==> config.mk <==
export PLATFORM = sky130hd
export DESIGN_NAME = npc_ctrl
export DESIGN_NICKNAME = d
export VERILOG_FILES = /design/src/rtl/npc_pkg.sv /design/src/rtl/npc_perf_cnt.sv /design/src/rtl/npc_ctrl.sv
export SDC_FILE = /design/constraint.sdc
export NUM_CORES = 1
export LEC_CHECK = 0
export CAP_MARGIN = 0
export CELL_PAD_IN_SITES_DETAIL_PLACEMENT = 0
export CELL_PAD_IN_SITES_GLOBAL_PLACEMENT = 2
export CORE_MARGIN = 1
export CORE_UTILIZATION = 27
export CTS_CLUSTER_DIAMETER = 200
export CTS_CLUSTER_SIZE = 25
export DETAILED_ROUTE_END_ITERATION = 6
export PLACE_DENSITY_LB_ADDON = 0.1
export SLEW_MARGIN = 25
export SYNTH_ARGS = -nofsm -noshare
export SYNTH_HDL_FRONTEND = slang
export SYNTH_SLANG_ARGS = --single-unit
==> constraint.sdc <==
create_clock -name clk -period 3.51 [get_ports clk]
set_input_delay 0.8775 -clock clk [delete_from_list [all_inputs] [get_ports clk]]
set_output_delay 0.8775 -clock clk [all_outputs]
set_load 0.005 [all_outputs]
==> src/rtl/npc_pkg.sv <==
// Shared types and constants for the npc control sequencer.
package npc_pkg;

   typedef enum logic [2:0] {
      StFetch,
      StIwait,
      StExec,
      StMem,
      StMwait,
      StHalt
   } ctrl_state_t;

   localparam logic [31:0] NPC_RESET_PC = 32'h8000_0000;
   localparam logic [31:0] INST_EBREAK  = 32'h0010_0073;

endpackage

==> src/rtl/npc_perf_cnt.sv <==
// 64-bit free-running event counter with synchronous clear and count enable.
module npc_perf_cnt (
   input  logic        i_clk,
   input  logic        i_clr,
   input  logic        i_en,
   output logic [63:0] o_cnt
);

   logic [63:0] r_cnt;

   always_ff @(posedge i_clk) begin
      if (i_clr) begin
         r_cnt <= '0;
      end else if (i_en) begin
         r_cnt <= r_cnt + 64'd1;
      end
   end

   assign o_cnt = r_cnt;

endmodule

==> src/rtl/npc_ctrl.sv <==
// Multi-cycle control sequencer: owns the PC, sequences fetch/execute/memory
// handshakes, gates RF/PC writes and halts on ebreak or a misaligned next PC.
module npc_ctrl
   import npc_pkg::*;
#(
   parameter logic [31:0] RESET_PC = NPC_RESET_PC
) (
   input  logic        clk,
   input  logic        rst,
   output logic        ifu_req_valid,
   output logic [31:0] ifu_req_addr,
   input  logic        ifu_req_ready,
   input  logic        ifu_rsp_valid,
   input  logic [31:0] ifu_rsp_inst,
   output logic        ifu_rsp_ready,
   input  logic        dec_reg_wen,
   input  logic        dec_is_mem,
   input  logic [31:0] next_pc,
   output logic        lsu_req_valid,
   input  logic        lsu_req_ready,
   input  logic        lsu_rsp_valid,
   output logic [31:0] inst,
   output logic [31:0] pc,
   output logic        rf_wen,
   output logic        halted,
   output logic        halt_err,
   output logic [63:0] cycle_cnt,
   output logic [63:0] instret
);

   ctrl_state_t r_state, w_state_d;
   logic [31:0] r_pc, w_pc_d;
   logic [31:0] r_inst, w_inst_d;
   logic        r_halt_err, w_halt_err_d;
   logic        w_retire;
   logic        w_cyc_en;

   always_ff @(posedge clk) begin
      if (rst) begin
         r_state    <= StFetch;
         r_pc       <= RESET_PC;
         r_inst     <= '0;
         r_halt_err <= 1'b0;
      end else begin
         r_state    <= w_state_d;
         r_pc       <= w_pc_d;
         r_inst     <= w_inst_d;
         r_halt_err <= w_halt_err_d;
      end
   end

   always_comb begin
      w_state_d     = r_state;
      w_pc_d        = r_pc;
      w_inst_d      = r_inst;
      w_halt_err_d  = r_halt_err;
      w_retire      = 1'b0;
      ifu_req_valid = 1'b0;
      ifu_rsp_ready = 1'b0;
      lsu_req_valid = 1'b0;
      rf_wen        = 1'b0;
      case (r_state)
         StFetch: begin
            ifu_req_valid = 1'b1;
            if (ifu_req_ready) w_state_d = StIwait;
         end
         StIwait: begin
            ifu_rsp_ready = 1'b1;
            if (ifu_rsp_valid) begin
               w_inst_d  = ifu_rsp_inst;
               w_state_d = StExec;
            end
         end
         StExec: begin
            // ebreak retires but writes nothing; misalignment neither retires nor writes
            if (r_inst == INST_EBREAK) begin
               w_retire  = 1'b1;
               w_state_d = StHalt;
            end else if (next_pc[1:0] != 2'b00) begin
               w_halt_err_d = 1'b1;
               w_state_d    = StHalt;
            end else if (dec_is_mem) begin
               w_state_d = StMem;
            end else begin
               rf_wen    = dec_reg_wen;
               w_pc_d    = next_pc;
               w_retire  = 1'b1;
               w_state_d = StFetch;
            end
         end
         StMem: begin
            lsu_req_valid = 1'b1;
            if (lsu_req_ready) w_state_d = StMwait;
         end
         StMwait: begin
            if (lsu_rsp_valid) begin
               rf_wen    = dec_reg_wen;
               w_pc_d    = next_pc;
               w_retire  = 1'b1;
               w_state_d = StFetch;
            end
         end
         StHalt: begin
            w_state_d = StHalt;
         end
         default: begin
            w_state_d = StFetch;
         end
      endcase
      // The reset cycle may start in any state; keep all strobes quiet during it.
      if (rst) begin
         ifu_req_valid = 1'b0;
         ifu_rsp_ready = 1'b0;
         lsu_req_valid = 1'b0;
         rf_wen        = 1'b0;
         w_retire      = 1'b0;
      end
   end

   assign w_cyc_en     = (r_state != StHalt);
   assign ifu_req_addr = r_pc;
   assign pc           = r_pc;
   assign inst         = r_inst;
   assign halted       = (r_state == StHalt);
   assign halt_err     = r_halt_err;

   npc_perf_cnt u_cycle_cnt (
      .i_clk (clk),
      .i_clr (rst),
      .i_en  (w_cyc_en),
      .o_cnt (cycle_cnt)
   );

   npc_perf_cnt u_instret_cnt (
      .i_clk (clk),
      .i_clr (rst),
      .i_en  (w_retire),
      .o_cnt (instret)
   );

endmodule

==> reports/results.txt <==
Count leader, synth -> dfxtp_1
Register area share after synthesis -> 39.54%
Fin util -> 38.83%
Via/cell ratio -> 5.025
Post-synth EDFFs -> 0
GPL Wtd Cong -> 0.7414
Worst-Skew Late Latency -> 0.44 ns
Clk pin slew, worst setup/hold paths -> 0.07 ns
Post-synthesis cell type count -> 58
Core Area -> 35830 um^2
Min Hold Slack -> 0.4710 ns
R2r worst-path depth -> 6
DIE HEIGHT -> 193.7 um
Crit start category -> primary input
Wire per inst -> 17.68 um
Die Width -> 193.7 um
Final wirelength -> 34.41 mm
Syn Area/Cell -> 8.142 um^2
CTS Sinks -> 196
Via count -> 9778
Post-DP HPWL -> 24.57 mm
Worst vdd ir -> 0.3568 mV
Post-synth top cells -> dfxtp_1, a21oi_1, nand2_1
Grt total ovfl -> 0
Setup-failing EPs final -> 0
Asr flop ratio synth -> 0%
CTS H-tree lvls -> 4
RSZ-0062 raised after global routing -> no
Setup TNS -> 0 ns
Leak pwr -> 4.493 nW
Fmax -> 322.8 MHz
Hold Path Stages -> 2
Share of Yosys cell area claimed by the top area cell type -> 39.54%
CP Class -> primary input to output port
DRC -> 0
Worst slew margin -> 37.90%
Crit-path slowest cell -> clkdlybuf4s50_1
Worst endpoint required time -> 2.63 ns
# Post-CTS Setup Buffers -> 0
Worst setup margin -> 0.4124 ns
Final net count -> 1545
Syn_nets -> 1293
Cells after synthesis -> 1219
Area leader, netlist -> dfxtp_1
Worst-margin pin slew -> 0.9315 ns
Detail Route Antenna Nets -> 0
Maxcap violations -> 0
CTS Buf Count -> 17
Hold/Removal Path Class -> register to register
Area of the multi-input gates -> 5408 um^2
Largest net degree at the start of global routing -> 86
Sequential Area -> 3924 um^2
Clock Skew -> 0.007691 ns
Outcome -> completed
Top post-synthesis cells by area -> dfxtp_1, mux2_2, a21oi_1
Yosys warnings -> 0
First-pass GRT wire length -> 54.29 mm
Filler instances -> 3689
Final Cycle Share -> 88.25%
Initial Util -> 27.70%
# rows -> 69
Area growth syn-to-layout -> 40.18%
CTS tree -> done
DR iter-0 viols -> 494
Mapped Area -> 9925 um^2
PortBufs -> 301
Final Hold Violating Endpoints -> 0
Number of synthesized register bits -> 196
Cell Chain, Critical Path -> clkdlybuf4s50_1, nor4b_4, nand2_1, a21o_1, a21oi_1, dlymetal6s2s_1
Max-slew violation count -> 0
GRT Total Usage -> 18.17%
Pwr dens -> 372.6 nW/um^2
Share of layout cells above drive strength 1 -> 10.78%
Pwr Total -> 5.184 mW
Top-level I/O count -> 302
Pre-CTS setup slack -> 0.01694 ns
Number of global-route vias before repair -> 9167
CP Max Fanout -> 2
CP endpoint kind -> output port
Slowest cell delay on critical path -> 0.47 ns
Root Buffer -> clkbuf_16
Max clock buf depth -> 2
Register-to-register setup slack -> 0.62 ns
Antenna violations before repair -> 1
DRT Pass-1 Iters -> 5
Tmin final -> 3.098 ns
Critical path arrival -> 2.22 ns
Die area -> 37530 um^2
Main synth FF type -> dfxtp_1
cells by family after synthesis:
| group | count (synthesis) | share of synthesized area [%] |
|---|---|---|
| AO/OA/AOI/OAI | 241 | 14.65 |
| XOR/XNOR | 29 | 2.559 |
| adder cells (fa/ha/maj) | 2 | 0.2521 |
| buffers and inverters | 127 | 6.190 |
| flip-flops | 196 | 39.54 |
| multiplexers | 63 | 7.136 |
| AND/OR/NAND/NOR | 561 | 29.68 |
where the power goes:
group | leakage [nW] | switching [mW] | total [mW] | internal (mW)
Clock | 0.282 | 0.899 | 1.97 | 1.07
Combinational | 2.63 | 0.401 | 0.821 | 0.421
Sequential | 1.58 | 0.0803 | 2.39 | 2.31
placed cells by master (no fill, tap or decap), types with 7 or more instances in the layout:
cell / synthesis / final
clkdlybuf4s50_1: 0 / 299
dfxtp_1: 196 / 196
a21oi_1: 128 / 126
nand2_1: 125 / 125
nor2_1: 120 / 118
nand3_1: 85 / 85
mux2_2: 61 / 61
nor2b_1: 58 / 58
o21ai_0: 46 / 46
buf_4: 32 / 45
nand4_1: 35 / 35
xnor2_1: 23 / 23
nor4_1: 22 / 22
nor3_1: 20 / 20
a211oi_1: 19 / 19
clkbuf_16: 0 / 17
and4_1: 15 / 15
o31ai_1: 14 / 14
or4_1: 14 / 14
inv_1: 13 / 13
or3_1: 11 / 11
and3_1: 9 / 9
nand4b_1: 7 / 7
a2111oi_0: 7 / 7
state kept, by name (all words and copies together), names as in the netlist:
| name | count |
|---|---|
| halt_err | 1 |
| ifu_req_addr | 32 |
| inst | 32 |
| r_state | 3 |
| u_cycle_cnt.o_cnt | 64 |
| u_instret_cnt.o_cnt | 64 |
metrics by stage:
| step | instances | area [um^2] |
|---|---|---|
| final | 1946 | 13910 |
| after global routing | 1946 | 13910 |
| after CTS | 1945 | 13900 |
| after detailed placement | 1913 | 13320 |
| after global placement | 1913 | 13320 |
| after floorplan | 1219 | 9925 |
cell type report:
| cell class | instances | area share (%) |
|---|---|---|
| antenna | 1 | 0.01799 |
| tap | 461 | 4.146 |
| clock buffer | 24 | 3.606 |
| timing repair buffer | 347 | 24.27 |
| inverter | 13 | 0.3508 |
| multi-input combinational | 896 | 38.87 |
| sequential | 196 | 28.20 |
| clock inverter | 8 | 0.5306 |
per-layer routing:
metal	vias up	global-route usage [%]	share of wire [%]
li1	4854	-	-
met1	4671	25.46	50
met2	233	27.89	45
met3	20	3.635	4.3
met4	0	5.541	1.5
met5	-	0	0
worst paths after layout:
check                             start                                    to
setup / recovery             dec_is_mem                                rf_wen
setup reg to reg  inst[26]$_SDFFE_PP0P_  u_instret_cnt.o_cnt[45]$_SDFFE_PP0P_
hold / removal    inst[17]$_SDFFE_PP0P_                 inst[17]$_SDFFE_PP0P_
hold reg to reg   inst[17]$_SDFFE_PP0P_                 inst[17]$_SDFFE_PP0P_
critical path, delay by kind of cell:
family,cells,cell delay (ns)
buffers and inverters,2,0.66
AO/OA/AOI/OAI,2,0.32
AND/OR/NAND/NOR,2,0.36
repair_timing:
item	in CTS	in global routing
resized for setup	0	3
hold buffers	0	0
endpoints found under the setup margin	0	1
No activity file was read; power rests on OpenSTA's default activity.
